==> src/rtl/uart_pkg.sv <==
// Shared types and constants for the UART receive path.
// Latency: n/a (declarations only).
// Backpressure: n/a.
package uart_pkg;

  // Receiver frame-tracking states.
  typedef enum logic [2:0] {
    IDLE   = 3'd0,
    START  = 3'd1,
    DATA   = 3'd2,
    PARITY = 3'd3,
    STOP   = 3'd4,
    DONE   = 3'd5
  } rx_state_e;

  // Supported oversampling ratios.
  localparam int unsigned PRESCALE_8  = 8;
  localparam int unsigned PRESCALE_16 = 16;
  localparam int unsigned PRESCALE_32 = 32;

  // Parity type encoding on par_typ.
  localparam logic PAR_EVEN = 1'b0;
  localparam logic PAR_ODD  = 1'b1;

endpackage

==> src/rtl/uart_rx_sampler.sv <==
// Mid-bit 3-sample majority voter for the oversampled serial line.
// Latency: sampled_bit is valid from edge_cnt = prescale/2+2 of the current bit.
// Backpressure: none; samples every bit period unconditionally.
// Ports: clk/reset (async active-low); rx_s synchronized line; edge_cnt
//        position within the bit; prescale latched ratio; sampled_bit vote.
module uart_rx_sampler #(
  parameter int PRESCALE_WIDTH = 6
) (
  input  logic                      clk,
  input  logic                      reset,
  input  logic                      rx_s,
  input  logic [PRESCALE_WIDTH-1:0] edge_cnt,
  input  logic [PRESCALE_WIDTH-1:0] prescale,
  output logic                      sampled_bit
);

  localparam logic [PRESCALE_WIDTH-1:0] ONE = 1;

  logic [PRESCALE_WIDTH-1:0] half;
  logic [2:0]                smp_q, smp_d;

  always_comb begin
    half  = prescale >> 1;
    smp_d = smp_q;
    // Three consecutive samples centred on the middle of the bit.
    if (edge_cnt == half - ONE) smp_d[0] = rx_s;
    if (edge_cnt == half)       smp_d[1] = rx_s;
    if (edge_cnt == half + ONE) smp_d[2] = rx_s;
  end

  always_ff @(posedge clk or negedge reset) begin
    if (!reset) smp_q <= 3'b111;
    else        smp_q <= smp_d;
  end

  assign sampled_bit = (smp_q[0] & smp_q[1]) | (smp_q[0] & smp_q[2]) | (smp_q[1] & smp_q[2]);

endmodule

==> src/rtl/uart_rx.sv <==
// UART receiver: start detect, LSB-first data recovery, optional parity, one stop bit.
// Latency: data_valid (1+FRAME_WIDTH+par_en+1)*prescale+1 clk after the synchronized line falls.
// Backpressure: none; p_data/data_valid and error strobes are one-cycle pulses the consumer must take.
// Ports: clk, reset (async active-low); rx_in serial line; prescale/par_en/par_typ
//        frame config (latched in IDLE); p_data, data_valid, par_err, stp_err results.
module uart_rx
  import uart_pkg::*;
#(
  parameter int FRAME_WIDTH    = 8,
  parameter int PRESCALE_WIDTH = 6
) (
  input  logic                      clk,
  input  logic                      reset,
  input  logic                      rx_in,
  input  logic [PRESCALE_WIDTH-1:0] prescale,
  input  logic                      par_en,
  input  logic                      par_typ,
  output logic [FRAME_WIDTH-1:0]    p_data,
  output logic                      data_valid,
  output logic                      par_err,
  output logic                      stp_err
);

  localparam int                        BW       = $clog2(FRAME_WIDTH);
  localparam logic [BW-1:0]             LAST_BIT = BW'(FRAME_WIDTH - 1);
  localparam logic [PRESCALE_WIDTH-1:0] ONE      = 1;

  rx_state_e                 state_q, state_d;
  logic [1:0]                sync_q, sync_d;
  logic [PRESCALE_WIDTH-1:0] edge_cnt_q, edge_cnt_d;
  logic [PRESCALE_WIDTH-1:0] prescale_q, prescale_d;
  logic [BW-1:0]             bit_cnt_q, bit_cnt_d;
  logic                      par_en_q, par_en_d;
  logic                      par_typ_q, par_typ_d;
  logic [FRAME_WIDTH-1:0]    shift_q, shift_d;
  logic [FRAME_WIDTH-1:0]    p_data_q, p_data_d;
  logic                      par_flag_q, par_flag_d;
  logic                      stp_flag_q, stp_flag_d;
  logic                      brk_q, brk_d;
  logic                      data_valid_q, data_valid_d;
  logic                      par_err_q, par_err_d;
  logic                      stp_err_q, stp_err_d;

  logic rx_s;
  logic bit_end;
  logic sampled_bit;

  assign rx_s    = sync_q[1];
  assign bit_end = (edge_cnt_q == prescale_q - ONE);

  uart_rx_sampler #(
    .PRESCALE_WIDTH(PRESCALE_WIDTH)
  ) u_sampler (
    .clk        (clk),
    .reset      (reset),
    .rx_s       (rx_s),
    .edge_cnt   (edge_cnt_q),
    .prescale   (prescale_q),
    .sampled_bit(sampled_bit)
  );

  always_comb begin
    sync_d       = {sync_q[0], rx_in};
    state_d      = state_q;
    edge_cnt_d   = bit_end ? '0 : edge_cnt_q + ONE;
    prescale_d   = prescale_q;
    bit_cnt_d    = bit_cnt_q;
    par_en_d     = par_en_q;
    par_typ_d    = par_typ_q;
    shift_d      = shift_q;
    p_data_d     = p_data_q;
    par_flag_d   = par_flag_q;
    stp_flag_d   = stp_flag_q;
    brk_d        = brk_q;
    data_valid_d = 1'b0;
    par_err_d    = 1'b0;
    stp_err_d    = 1'b0;

    case (state_q)
      IDLE: begin
        edge_cnt_d = '0;
        bit_cnt_d  = '0;
        // After a framing error the line must return high before a new start is armed.
        if (rx_s) brk_d = 1'b0;
        if (!rx_s && !brk_q) begin
          state_d    = START;
          edge_cnt_d = ONE;
          prescale_d = prescale;
          par_en_d   = par_en;
          par_typ_d  = par_typ;
          par_flag_d = 1'b0;
          stp_flag_d = 1'b0;
        end
      end
      START: begin
        if (bit_end) state_d = sampled_bit ? IDLE : DATA;
      end
      DATA: begin
        if (bit_end) begin
          shift_d   = {sampled_bit, shift_q[FRAME_WIDTH-1:1]};
          bit_cnt_d = bit_cnt_q + 1'b1;
          if (bit_cnt_q == LAST_BIT) begin
            bit_cnt_d = '0;
            state_d   = par_en_q ? PARITY : STOP;
          end
        end
      end
      PARITY: begin
        if (bit_end) begin
          par_flag_d = (^shift_q) ^ sampled_bit ^ (par_typ_q == PAR_ODD);
          state_d    = STOP;
        end
      end
      STOP: begin
        if (bit_end) begin
          stp_flag_d = ~sampled_bit;
          brk_d      = ~sampled_bit;
          state_d    = DONE;
        end
      end
      DONE: begin
        par_err_d  = par_flag_q;
        stp_err_d  = stp_flag_q;
        edge_cnt_d = '0;
        if (!par_flag_q && !stp_flag_q) begin
          data_valid_d = 1'b1;
          p_data_d     = shift_q;
        end
        // This cycle is edge 0 of a back-to-back start bit when the line is already low.
        if (!rx_s && !stp_flag_q) begin
          state_d    = START;
          edge_cnt_d = ONE;
          par_flag_d = 1'b0;
          stp_flag_d = 1'b0;
        end else begin
          state_d = IDLE;
        end
      end
      default: begin
        state_d    = IDLE;
        edge_cnt_d = '0;
      end
    endcase
  end

  always_ff @(posedge clk or negedge reset) begin
    if (!reset) begin
      state_q      <= IDLE;
      sync_q       <= 2'b11;
      edge_cnt_q   <= '0;
      prescale_q   <= PRESCALE_WIDTH'(PRESCALE_16);
      bit_cnt_q    <= '0;
      par_en_q     <= 1'b0;
      par_typ_q    <= 1'b0;
      shift_q      <= '0;
      p_data_q     <= '0;
      par_flag_q   <= 1'b0;
      stp_flag_q   <= 1'b0;
      brk_q        <= 1'b0;
      data_valid_q <= 1'b0;
      par_err_q    <= 1'b0;
      stp_err_q    <= 1'b0;
    end else begin
      state_q      <= state_d;
      sync_q       <= sync_d;
      edge_cnt_q   <= edge_cnt_d;
      prescale_q   <= prescale_d;
      bit_cnt_q    <= bit_cnt_d;
      par_en_q     <= par_en_d;
      par_typ_q    <= par_typ_d;
      shift_q      <= shift_d;
      p_data_q     <= p_data_d;
      par_flag_q   <= par_flag_d;
      stp_flag_q   <= stp_flag_d;
      brk_q        <= brk_d;
      data_valid_q <= data_valid_d;
      par_err_q    <= par_err_d;
      stp_err_q    <= stp_err_d;
    end
  end

  assign p_data     = p_data_q;
  assign data_valid = data_valid_q;
  assign par_err    = par_err_q;
  assign stp_err    = stp_err_q;

endmodule

==> config.mk <==
export PLATFORM = sky130hd
export DESIGN_NAME = uart_rx
export DESIGN_NICKNAME = d
export VERILOG_FILES = /design/src/rtl/uart_pkg.sv /design/src/rtl/uart_rx_sampler.sv /design/src/rtl/uart_rx.sv
export SDC_FILE = /design/constraint.sdc
export NUM_CORES = 1
export LEC_CHECK = 0
export ABC_AREA = 1
export CAP_MARGIN = 20
export CORE_MARGIN = 3
export CORE_UTILIZATION = 63
export DETAILED_ROUTE_END_ITERATION = 10
export GPL_ROUTABILITY_DRIVEN = 1
export HOLD_SLACK_MARGIN = 0.02
export PLACE_DENSITY_LB_ADDON = 0.3
export SYNTH_ARGS = -nofsm -noshare
export SYNTH_HDL_FRONTEND = slang
export SYNTH_HIERARCHICAL = 1
export SYNTH_SLANG_ARGS = --single-unit
==> constraint.sdc <==
create_clock -name clk -period 3.52 [get_ports clk]
set_input_delay 0.704 -clock clk [delete_from_list [all_inputs] [get_ports clk]]
set_output_delay 0.704 -clock clk [all_outputs]
set_load 0.05 [all_outputs]
=== Word-level counts from Yosys, hierarchy flattened ===
Cells that the tools add are included.
Widths: inputs -> output; s select.

* Flip-flop bits (word level): 47
* Input bits: 11
* Output and inout port bits: 11
* Word-level logic and storage cells: 100

* $add $sub $neg: 5
* Eq/ne operators: 18
* Muxes and demuxes: 29
* Bitwise operators: 8
* Reductions and logical operators: 22

{| class="wikitable"
|+ Operators by type and width
! cell !! count
|-
| $mux 3 || 9
|-
| $eq 6x6->1 || 3
|-
| $pmux 3 s6 || 1
|-
| $pmux 6 s3 || 1
|-
| $ne 2x2->1 const B || 8
|-
| $mux 1 || 12
|-
| $eq 3x3->1 const B || 3
|-
| $reduce_and 2->1 || 4
|-
| $reduce_and 4->1 || 2
|-
| $reduce_xor 8->1 || 1
|-
| $add 5x1->6 const B || 1
|-
| $add 6x1->6 const B || 1
|-
| $eq 3x2->1 const B || 2
|-
| $eq 6x5->1 || 1
|-
| $mux 6 || 1
|-
| $pmux 1 s3 || 2
|-
| $pmux 3 s2 || 1
|-
| $reduce_and 6->1 || 1
|-
| $reduce_bool 3->1 || 2
|-
| $sub 5x1->6 const B || 1
|-
| $sub 6x1->6 const B || 1
|-
| $logic_not 1->1 || 4
|-
| $reduce_bool 2->1 || 2
|-
| $reduce_or 4->1 || 1
|-
| other kinds (11) || 17
|}

=== Longest topological paths before layout ===
Gate-level depths: netlist of run 1.

* Depth in word-level cells: 7
* Mapped depth: 12
* Depth with buffers taken out: 12

=== Modules after synthesis ===
Netlist of run 1, hierarchy kept.

{| class="wikitable"
|+ Modules (own cells, without submodules)
! module !! instances !! cells an instance !! area an instance (sq um) !! seq. area each (sq um)
|-
| uart_rx || 1 || 287 || 2326.0 || 1104.8
|-
| uart_rx_sampler || 1 || 113 || 559.3 || 78.8
|}

=== Worst setup path before layout of run 1 ===
No wires, ideal clock.

* Kind: register to register
* Start: register prescale_q[1]
* End: register state_q[0]
* Setup time: 0.117 ns
* Arrival time: 1.652 ns
* Required time: 3.403 ns
* Slack: 1.751 ns
* Cell stages (with the launch flop): 11
* Buffers on the path: 0
* Period minus slack after synthesis: 1.769 ns
* Cell sequence: dfrtp_1 -> inv_1 -> ha_1 -> xor2_1 -> nand3b_1 -> nor2_1 -> nand3_2 -> nand2_2 -> nand2_2 -> nand2_1 -> nand2_1

* Cells in the longest elaborated chain, start to end: 4
* Elaborated cells on any way between the ends: 7
* Those cells by class: 1 x add/sub; 5 x eq/ne; 1 x reduce/logical

{| class="wikitable"
|+ RTL lines
! item !! RTL line !! source
|-
| start, declared || uart_rx.sv:31 || <nowiki>logic [PRESCALE_WIDTH-1:0] prescale_q, prescale_d;</nowiki>
|-
| start signal, assigned || uart_rx.sv:151 || <nowiki>prescale_q <= PRESCALE_WIDTH'(PRESCALE_16);</nowiki>
|-
| start signal, assigned || uart_rx.sv:167 || <nowiki>prescale_q <= prescale_d;</nowiki>
|-
| $sub 6x1->6 (*) || uart_rx.sv:49 || <nowiki>assign bit_end = (edge_cnt_q == prescale_q - ONE);</nowiki>
|-
| $eq 6x6->1 (*) || uart_rx.sv:49 ||
|-
| $ne 2x2->1 (no source line) || n/a ||
|-
| $reduce_and 6->1 (no source line) (*) || n/a ||
|-
| end signal, assigned || uart_rx.sv:164 || <nowiki>state_q <= state_d;</nowiki>
|-
| end, declared || uart_rx.sv:28 || <nowiki>rx_state_e state_q, state_d;</nowiki>
|}

Mark *: on every way between the ends. The rest lies on a longest branch, timed or not.
A chain may end at the register's enable or synchronous reset.

=== Final worst setup path of run 1 ===
* Start: register prescale_q[1]
* End: register bit_cnt_q[0]

* Cells in the longest elaborated chain, start to end: 4

{| class="wikitable"
|+ RTL lines
! item !! RTL line !! source
|-
| $sub 6x1->6 || uart_rx.sv:49 ||
|-
| $eq 6x6->1 || uart_rx.sv:49 ||
|-
| $ne 2x2->1 (no source line) || n/a ||
|-
| $reduce_and 2->1 (no source line) || n/a ||
|-
| end signal, assigned || uart_rx.sv:168 || <nowiki>bit_cnt_q <= bit_cnt_d;</nowiki>
|-
| end, declared || uart_rx.sv:32 || <nowiki>logic [BW-1:0] bit_cnt_q, bit_cnt_d;</nowiki>
|}

Every way passes these cells.

==> results of run 1 <==
## final cells by class
cell class / count / area [um^2]
Timing Repair Buffer: 22 / 225
Fill cell: 294 / 952
Clock inverter: 3 / 46.3
Inverter: 53 / 199
Tap cell: 50 / 62.6
Multi-Input combinational cell: 296 / 1460
Clock buffer: 5 / 68.8
Sequential cell: 47 / 1180
## sequential cells by signal, summed over array words and instances, names as in the netlist
signal           flops
par_flag_q           1
stp_err              1
p_data               8
bit_cnt_q            3
stp_flag_q           1
par_en_q             1
data_valid           1
sync_q               2
prescale_q           6
par_err              1
shift_q              8
edge_cnt_q           6
u_sampler/smp_q      3
state_q              3
par_typ_q            1
brk_q                1
## power by group through the flow
stage                     combinational [mW]  sequential [mW]  clock, mW
after CTS                               1.01            0.794      0.414
after floorplan                        0.797            0.773          0
final                                   1.02            0.797      0.406
after global routing                    1.16            0.813      0.437
after detailed placement                1.00            0.803          0
after global placement                 0.952            0.796          0
## layer usage
metal,vias up,global-route usage
met4,0,0.0825
met5,-,0
li1,1302,-
met3,15,0.0424
met2,101,0.424
met1,1252,0.338
## worst max path at each step
stage / cells after the start / to
after floorplan: 10 / state_q[0]
after global placement: 8 / shift_q[2]
after detailed placement: 8 / bit_cnt_q[2]
after CTS: 8 / shift_q[2]
after global routing: 10 / shift_q[5]
final: 10 / bit_cnt_q[0]
## metrics by stage
step / hold slack (ns) / worst slack [ns] / instances
after floorplan: 0.345 / 1.75 / 400
after global placement: 0.346 / 1.29 / 467
after detailed placement: 0.349 / 1.14 / 467
after CTS: 0.363 / 1.10 / 475
after global routing: 0.314 / 0.854 / 476
final: 0.310 / 1.07 / 476
## cells by family (layout without fill, tap and decap cells)
group / Yosys count / count (layout) / synth area share
simple gates: 241 / 241 / 0.362
buf+inv: 57 / 83 / 0.0824
flops: 47 / 47 / 0.410
compound gates: 34 / 34 / 0.0707
xor+xnor: 11 / 11 / 0.0334
fa+ha+maj: 7 / 7 / 0.0295
mux: 3 / 3 / 0.0117
## worst max-delay path, stage by stage (launching register included)
cell     delay (ns)
dfrtp_1        0.48
inv_1          0.11
ha_1           0.25
inv_1          0.09
nand2_1        0.05
nand3_1        0.09
nand3_1        0.08
nor2_1         0.23
nand4_2        0.59
nand3_1        0.29
nand2_1        0.08
## cells in the final DEF (no fill, tap or decap), types with 2 or more instances in the layout
master	count
clkbuf_8	5
nor3_1	2
ha_1	6
clkdlybuf4s50_1	20
o21ai_0	9
inv_1	47
nand3_1	30
o21ai_1	5
nor2_1	35
nand3b_1	2
a21oi_1	11
nand2_1	149
nand2_2	6
xor2_1	7
o21ai_2	8
nand3_2	2
nand4_1	5
dfrtp_1	41
xnor2_1	4
mux2_2	3
or2_2	2
nor2_2	3
dfstp_2	6
inv_2	6
==> impl_metrics.py, run 1 <==
metrics = {
    "timing": {
        "rsz0062_at_grt": "no",
        "relSlewSlack": 0.557,
        "tns_ns": 0,
        "hold_viol_final": 0,
        "final.period_utilization": 0.696,
        "worst-slew-pin-transition_ns": 0.662,
        "slew_viol_final": 0,
        "max_freq_mhz": 408,
        "fin_crit_ns": 2.45,
        "finClkSkew_ns": 0.00888,
        "final-setup-viol-count": 0,
    },
    "global_route": {
        "grt_pass1_wl_um": 10800,
        "track_usage": 0.255,
        "first_global_vias": 2494,
        "antenna_found_initial": 0,
        "grt_max_degree": 48,
        "gr-total-overflow": 0,
    },
    "finish": {
        "area_growth_pct": 12.6,
        "final_util": 0.773,
        "layout.nets": 442,
        "final_cell_area_um2": 3250,
        "layout-drive-gt1-share": 0.120,
        "antenna_cells": 0,
    },
    "detailed_routing": {
        "wl_met2_um": 3020,
        "viasPerCell": 5.61,
        "drt_first_pass_iters": 5,
        "wirelength_um": 6210,
        "vias": 2670,
        "drt_first_iter_violations": 233,
        "drc": 0,
        "top_layer": "met4",
        "antenna_left": 0,
        "routedWlPerCell_um": 13.0,
        "wl_met1_um": 2740,
        "wl_met3_um": 333,
    },
    "placed_design": {
        "port_buffers": 21,
        "placed_cell_area_um2": 3110,
        "place.gp.congestion": 0.925,
        "dp_hpwl_um": 4580,
    },
    "synth": {
        "syn-cell-area_um2": 2890,
        "yosysSeqAreaShare": 0.410,
        "synth_edf_count": 0,
        "synth_fp_nets": 417,
        "yosysTopAreaCell": "dfrtp_1",
        "synth_most_common_cell": "nand2_1",
        "ys_top_cells_by_area": "dfrtp_1 (36%), nand2_1 (19%), inv_1 (6.1%), dfstp_2 (5.5%), nand3_1 (5.2%)",
        "netlist_instances": 400,
        "synth.top_cell.area_share": 0.356,
        "ys_warn_count": 6,
        "ys_seq_elements": 47,
        "ys.flop_type": "dfrtp_1",
        "async_reset_ff_frac": 1.00,
        "syn_area_per_cell_um2": 7.21,
        "yosysUniqueCellTypes": 31,
        "synth.top_cells.by_count": "nand2_1 (149), inv_1 (47), dfrtp_1 (41)",
    },
    "floorplan": {
        "initial_core_util": 0.687,
        "dieWidth_um": 73.7,
        "core_um2": 4200,
        "rows": 23,
        "die-area_um2": 5430,
        "die_h_um": 73.7,
        "pin_count": 22,
    },
    "power_and_ir_drop": {
        "finalPower_mw": 2.22,
        "swShare": 0.451,
        "net-switching-power_mw": 1.00,
        "clkPwrFrac": 0.183,
        "p_comb_frac": 0.458,
        "pwr_density_cell_nw_per_um2": 684,
        "vdd_drop_max_mv": 0.442,
        "internal_power_mw": 1.22,
        "p_leak_nw": 1.65,
        "pwr-share-seq": 0.359,
    },
    "worst_setup_path": {
        "startpoint": "prescale_q[1]",
        "r2r-start": "prescale_q[1]",
        "r2r_cells": 10,
        "r2r-end": "bit_cnt_q[0]",
        "critPathMaxFanout": 20,
        "critPathArrivalTime_ns": 2.65,
        "r2r_setup_slack_ns": 1.07,
        "cp-end-kind": "flip-flop",
        "critPathKind": "flip-flop to flip-flop",
        "cp-start-kind": "flip-flop",
        "cp.required_ns": 3.72,
    },
    "clock_tree": {
        "clk_pin_slew_ns": 0.10,
        "cts_tree": "built",
        "clock-sinks": 47,
        "clk_path_buf_depth": 2,
        "numCtsBuffers": 5,
        "post_cts_resized": 0,
        "postCtsHoldBufs": 0,
        "insertion_delay_ns": 0.30,
        "cts_root_buf": "clkbuf_8",
        "htree_levels": 2,
        "cts_setup_buffers": 0,
    },
    "worst_hold_path": {
        "min_path_type": "primary input to asynchronous set/reset pin",
    },
    "status": {
        "status": "finished clean",
    },
    "run": {
        "drv_cap": 0,
    },
}
Power figures use the tool's default switching activity.
==> run 2, diff against run 1 <==
--- a/config.mk
+++ b/config.mk
@@ -8,7 +8,7 @@
 export ABC_AREA = 1
 export CAP_MARGIN = 20
 export CORE_MARGIN = 3
-export CORE_UTILIZATION = 63
+export CORE_UTILIZATION = 58
 export DETAILED_ROUTE_END_ITERATION = 10
 export GPL_ROUTABILITY_DRIVEN = 1
 export HOLD_SLACK_MARGIN = 0.02
==> constraint.sdc (replaced) <==
create_clock -name clk -period 2.55 [get_ports clk]
set_input_delay 0.51 -clock clk [delete_from_list [all_inputs] [get_ports clk]]
set_output_delay 0.51 -clock clk [all_outputs]
set_load 0.05 [all_outputs]
==> run 2 against run 1 <==
Critical path type unchanged; wire length decreased by 4.3%; hold slack got worse by 0.035 ns; critical endpoint is now shift_q[0]; clock skew decreased by 0.0017 ns; sequential cell count unchanged; via count decreased by 3.5%; non-clock buffer count increased by 1; power increased by 37%; register-to-register slack got worse by 0.52 ns; critical path depth decreased by 1; count of clock-buffer cells in the layout unchanged; combinational power increased by 35%; clock power increased by 38%.
==> impl_metrics.py, run 2 (synthesis gave the netlist of run 1 again) <==
metrics = {
    "clock_tree": {
        "numCtsBuffers": 5,
        "insertion_delay_ns": 0.30,
        "clk_path_buf_depth": 2,
        "cts_root_buf": "clkbuf_8",
        "postCtsHoldBufs": 0,
        "clock-sinks": 47,
        "clk_pin_slew_ns": 0.09,
        "cts_tree": "built",
        "post_cts_resized": 0,
        "cts_setup_buffers": 0,
        "htree_levels": 2,
    },
    "timing": {
        "max_freq_mhz": 500,
        "final-setup-viol-count": 0,
        "slew_viol_final": 0,
        "tns_ns": 0,
        "final.period_utilization": 0.784,
        "finClkSkew_ns": 0.00717,
        "hold_viol_final": 0,
        "rsz0062_at_grt": "no",
        "worst-slew-pin-transition_ns": 0.577,
        "relSlewSlack": 0.615,
        "fin_crit_ns": 2.00,
    },
    "floorplan": {
        "die-area_um2": 5860,
        "dieWidth_um": 76.5,
        "pin_count": 22,
        "core_um2": 4750,
        "die_h_um": 76.5,
        "initial_core_util": 0.607,
        "rows": 25,
    },
    "finish": {
        "area_growth_pct": 13.2,
        "layout_commonest_cell": "nand2_1",
        "final_cell_area_um2": 3270,
        "layout-drive-gt1-share": 0.122,
        "antenna_cells": 0,
        "mostFrequentLayoutCells": "nand2_1 (149), inv_1 (47), dfrtp_1 (41)",
        "layout.nets": 443,
    },
    "global_route": {
        "gr-total-overflow": 0,
        "first_global_vias": 2390,
        "grt_max_degree": 48,
        "track_usage": 0.221,
        "grt_pass1_wl_um": 10500,
        "antenna_found_initial": 0,
    },
    "power_and_ir_drop": {
        "p_leak_nw": 1.65,
        "vdd_drop_max_mv": 0.606,
        "pwr-share-seq": 0.361,
        "pwr_density_cell_nw_per_um2": 930,
        "p_comb_frac": 0.454,
        "net-switching-power_mw": 1.35,
        "swShare": 0.446,
        "internal_power_mw": 1.68,
        "clkPwrFrac": 0.185,
    },
    "worst_setup_path": {
        "r2r_setup_slack_ns": 0.55,
        "cp-end-kind": "flip-flop",
        "critPathKind": "flip-flop to flip-flop",
        "startpoint": "prescale_q[1]",
        "r2r-end": "shift_q[0]",
        "critPathMaxFanout": 20,
        "r2r-start": "prescale_q[1]",
        "cp-endpoint": "shift_q[0]",
        "cp-start-kind": "flip-flop",
        "r2r_cells": 9,
        "cp.required_ns": 2.75,
        "critPathArrivalTime_ns": 2.20,
    },
    "detailed_routing": {
        "drc": 0,
        "vias": 2577,
        "wirelength_um": 5940,
        "viasPerCell": 5.22,
        "routedWlPerCell_um": 12.0,
        "antenna_left": 0,
        "drt_first_iter_violations": 160,
        "drt_first_pass_iters": 5,
    },
    "placed_design": {
        "place.gp.congestion": 0.877,
        "placed_cell_area_um2": 3150,
        "dp_hpwl_um": 4460,
        "port_buffers": 21,
    },
    "run": {
        "drv_cap": 0,
    },
    "status": {
        "status": "finished clean",
    },
    "worst_hold_path": {
        "min_path_type": "primary input to asynchronous set/reset pin",
    },
}
## run 2: cell types whose count changed in the layout (fill, tap and decap cells not counted), sizes merged
| cell | previous run | this run |
|---|---|---|
| buf | 2 | 3 |
## run 2: how the worst min path moves through the flow
stage                         to  slack (ns)  depth (start not counted)
floorplan           bit_cnt_q[0]        0.21                          0
global placement       sync_q[1]        0.35                          0
CTS                    p_data[7]        0.30                          2
detailed placement     sync_q[1]        0.35                          0
global route           p_data[3]        0.32                          2
finish                 p_data[3]        0.28                          2
## run 2: final cells by class
type | count | area (um^2)
Timing Repair Buffer | 23 | 220
Fill cell | 418 | 1490
Sequential cell | 47 | 1180
Tap cell | 67 | 83.8
Inverter | 53 | 199
Clock inverter | 3 | 46.3
Multi-Input combinational cell | 296 | 1460
Clock buffer | 5 | 68.8
## run 2: metal layers
layer / share of wire / vias up / track usage
li1: - / 1296 / -
met1: 0.44 / 1198 / 0.293
met2: 0.48 / 70 / 0.362
met3: 0.055 / 13 / 0.0366
met4: 0.019 / 0 / 0.0888
met5: 0 / - / 0
## run 2: critical path, stage by stage (launching register included)
cell and delay, ns:
dfrtp_1 0.47, inv_1 0.09, ha_1 0.29, xor2_1 0.15
nand3b_1 0.09, nor2_1 0.25, nand4_2 0.14, buf_4 0.24
nand2_1 0.10, o21ai_2 0.06
## run 2: power by group through the flow
| stage | logic (mW) | clock network, mW | registers (mW) |
|---|---|---|---|
| finish | 1.38 | 0.562 | 1.10 |
| global route | 1.59 | 0.610 | 1.12 |
| CTS | 1.38 | 0.573 | 1.09 |
| detailed placement | 1.37 | 0 | 1.11 |
| global placement | 1.33 | 0 | 1.10 |
| floorplan | 1.10 | 0 | 1.07 |
## run 2: metrics by stage
stage / hold WS [ns] / power (mW) / worst slack, ns / utilization / instances
CTS: 0.300 / 3.04 / 0.537 / 0.687 / 494
global placement: 0.346 / 2.42 / 0.645 / 0.663 / 486
floorplan: 0.214 / 2.17 / 0.781 / - / 400
finish: 0.275 / 3.04 / 0.552 / 0.687 / 494
global route: 0.322 / 3.33 / 0.306 / 0.687 / 494
detailed placement: 0.348 / 2.47 / 0.570 / 0.663 / 486
==> run 3, diff against run 2 <==
--- a/config.mk
+++ b/config.mk
@@ -8,7 +8,7 @@
 export ABC_AREA = 1
 export CAP_MARGIN = 20
 export CORE_MARGIN = 3
-export CORE_UTILIZATION = 58
+export CORE_UTILIZATION = 53
 export DETAILED_ROUTE_END_ITERATION = 10
 export GPL_ROUTABILITY_DRIVEN = 1
 export HOLD_SLACK_MARGIN = 0.02
==> constraint.sdc (replaced) <==
create_clock -name clk -period 1.81 [get_ports clk]
set_input_delay 0.362 -clock clk [delete_from_list [all_inputs] [get_ports clk]]
set_output_delay 0.362 -clock clk [all_outputs]
set_load 0.05 [all_outputs]
==> run 3 against run 2 <==
Power rose by 58%; fmax up 11%; clock power up 40%; die area grew 8.7%; sequential cell count is the same; clock skew down 0.0015 ns; register-to-register slack worse by 0.55 ns; largest power group unchanged.
==> impl_metrics.py, run 3 (synthesis gave the netlist of run 1 again) <==
metrics = {
    "global_route": {
        "first_global_vias": 2299,
        "gr-total-overflow": 0,
        "antenna_found_initial": 0,
        "grt_max_degree": 23,
        "grt_pass1_wl_um": 10300,
        "track_usage": 0.208,
    },
    "floorplan": {
        "die_h_um": 79.8,
        "rows": 26,
        "pin_count": 22,
        "dieWidth_um": 79.8,
        "core_um2": 5170,
        "initial_core_util": 0.558,
        "die-area_um2": 6360,
    },
    "detailed_routing": {
        "routedWlPerCell_um": 12.8,
        "wl_met3_um": 310,
        "wl_met2_um": 3250,
        "wl_met1_um": 3000,
        "wirelength_um": 6660,
        "drt_first_iter_violations": 172,
        "top_layer": "met4",
        "viasPerCell": 5.13,
        "antenna_left": 0,
        "vias": 2665,
        "drt_first_pass_iters": 5,
        "drc": 0,
    },
    "finish": {
        "mostFrequentLayoutCells": "nand2_1 (143), inv_1 (46), dfrtp_1 (40)",
        "layout.nets": 465,
        "final_util": 0.690,
        "layout_commonest_cell": "nand2_1",
        "antenna_cells": 0,
        "final_cell_area_um2": 3570,
        "layout-drive-gt1-share": 0.218,
        "stdcell_count": 519,
        "area_growth_pct": 23.7,
    },
    "timing": {
        "final-setup-viol-count": 0,
        "max_freq_mhz": 554,
        "tns_ns": 0,
        "slew_viol_final": 0,
        "layout_setup_ws_ns": 0.00495,
        "fin_crit_ns": 1.81,
        "worst-slew-pin-transition_ns": 0.490,
        "relSlewSlack": 0.674,
        "finClkSkew_ns": 0.00567,
        "final.period_utilization": 0.997,
        "rsz0062_at_grt": "yes",
        "hold_viol_final": 0,
        "timing.hold.ws_ns": 0.359,
    },
    "worst_setup_path": {
        "r2r-start": "prescale_q[1]",
        "cp_slowest_stage_delay_ns": 0.41,
        "critPathArrivalTime_ns": 2.00,
        "cp_num_buf_inv": 3,
        "r2r-end": "bit_cnt_q[2]",
        "cp_top_family": "simple AND/OR/NAND/NOR gates",
        "slowest_stage": "dfrtp_1",
        "cp.required_ns": 2.00,
        "cp-start-kind": "flip-flop",
        "r2r_cells": 9,
        "critPathMaxFanout": 10,
        "critPathKind": "flip-flop to flip-flop",
        "cp_cell_sequence": "buf_6 -> nor2_4 -> nand4_1 -> xor2_2 -> buf_4 -> nand4_4 -> buf_12 -> nand3_1 -> nand2_1",
        "cp-end-kind": "flip-flop",
        "r2r_setup_slack_ns": 0.005,
    },
    "worst_hold_path": {
        "hold_end": "sync_q[1]",
        "min-delay-start": "sync_q[0]",
        "holdPathStages": 0,
        "min_path_type": "flip-flop to flip-flop",
    },
    "clock_tree": {
        "cts_root_buf": "clkbuf_8",
        "cts_tree": "built",
        "htree_levels": 2,
        "numCtsBuffers": 5,
        "clk_pin_slew_ns": 0.09,
        "clock-sinks": 47,
        "clk_path_buf_depth": 2,
        "insertion_delay_ns": 0.30,
    },
    "placed_design": {
        "dp.cells": 499,
        "pre_cts_slack_ns": -0.0143,
        "placed_cell_area_um2": 3230,
        "place.gp.congestion": 0.951,
        "dp_hpwl_um": 4690,
        "port_buffers": 21,
    },
    "power_and_ir_drop": {
        "finalPower_mw": 4.80,
        "pwr_density_cell_nw_per_um2": 1340,
        "vdd_drop_max_mv": 0.736,
        "p_leak_nw": 1.82,
    },
    "status": {
        "status": "finished clean",
    },
    "run": {
        "drv_cap": 0,
    },
}
-- run 3: cell types whose count changed in the layout (fill, tap and decap cells not counted), sizes merged --
| cell | delta |
|---|---|
| clkinv | +1 |
| clkdlybuf4s50 | -11 |
| buf | +30 |
| clkinvlp | -1 |
| dlygate4sd2 | +1 |
| clkbuf | +1 |
| dlygate4sd3 | +1 |
-- run 3: report_power, final --
group,internal [mW],leakage (nW),switching [mW]
Combinational,0.973,1.15,1.58
Clock,0.419,0.0587,0.370
Sequential,1.27,0.609,0.187
Total,2.66,1.82,2.14
-- run 3: worst max path at each step --
stage | startpoint | endpoint | slack (ns) | cells past startpoint
CTS | prescale_q[1] | state_q[1] | 0.008 | 11
finish | prescale_q[1] | bit_cnt_q[2] | 0.005 | 9
global route | prescale_q[1] | bit_cnt_q[0] | -0.09 | 10
floorplan | prescale_q[1] | state_q[0] | 0.04 | 10
detailed placement | prescale_q[1] | state_q[1] | -0.01 | 9
global placement | prescale_q[1] | state_q[0] | 0.07 | 10
-- run 3: layer usage --
metal,global-route usage,up-vias
li1,-,1349
met1,0.288,1239
met2,0.323,67
met3,0.0429,10
met4,0.0760,0
met5,0,-
-- run 3: cell type report --
type	count	area [um^2]
fillers	414	1600
multi-input cells	296	1570
flip-flops and latches	47	1180
repair buffers	45	412
inverters	53	199
well taps	70	87.6
clock buffers	5	68.8
clock inverters	3	47.5
-- run 3: what timing repair did --
item	in CTS	in global routing
hold endpoints to repair	10	0
setup buffers	0	9
pin swaps	0	9
cloned	0	2
hold buffers	1	0
endpoints found under the setup margin	17	29
resized for setup	2	27
-- run 3: worst register-to-register path: stages (launching register included) --
cell and delay [ns]:
dfrtp_1 0.41, buf_6 0.13, nor2_4 0.09, nand4_1 0.16, xor2_2 0.25, buf_4 0.17
nand4_4 0.17, buf_12 0.20, nand3_1 0.07, nand2_1 0.06
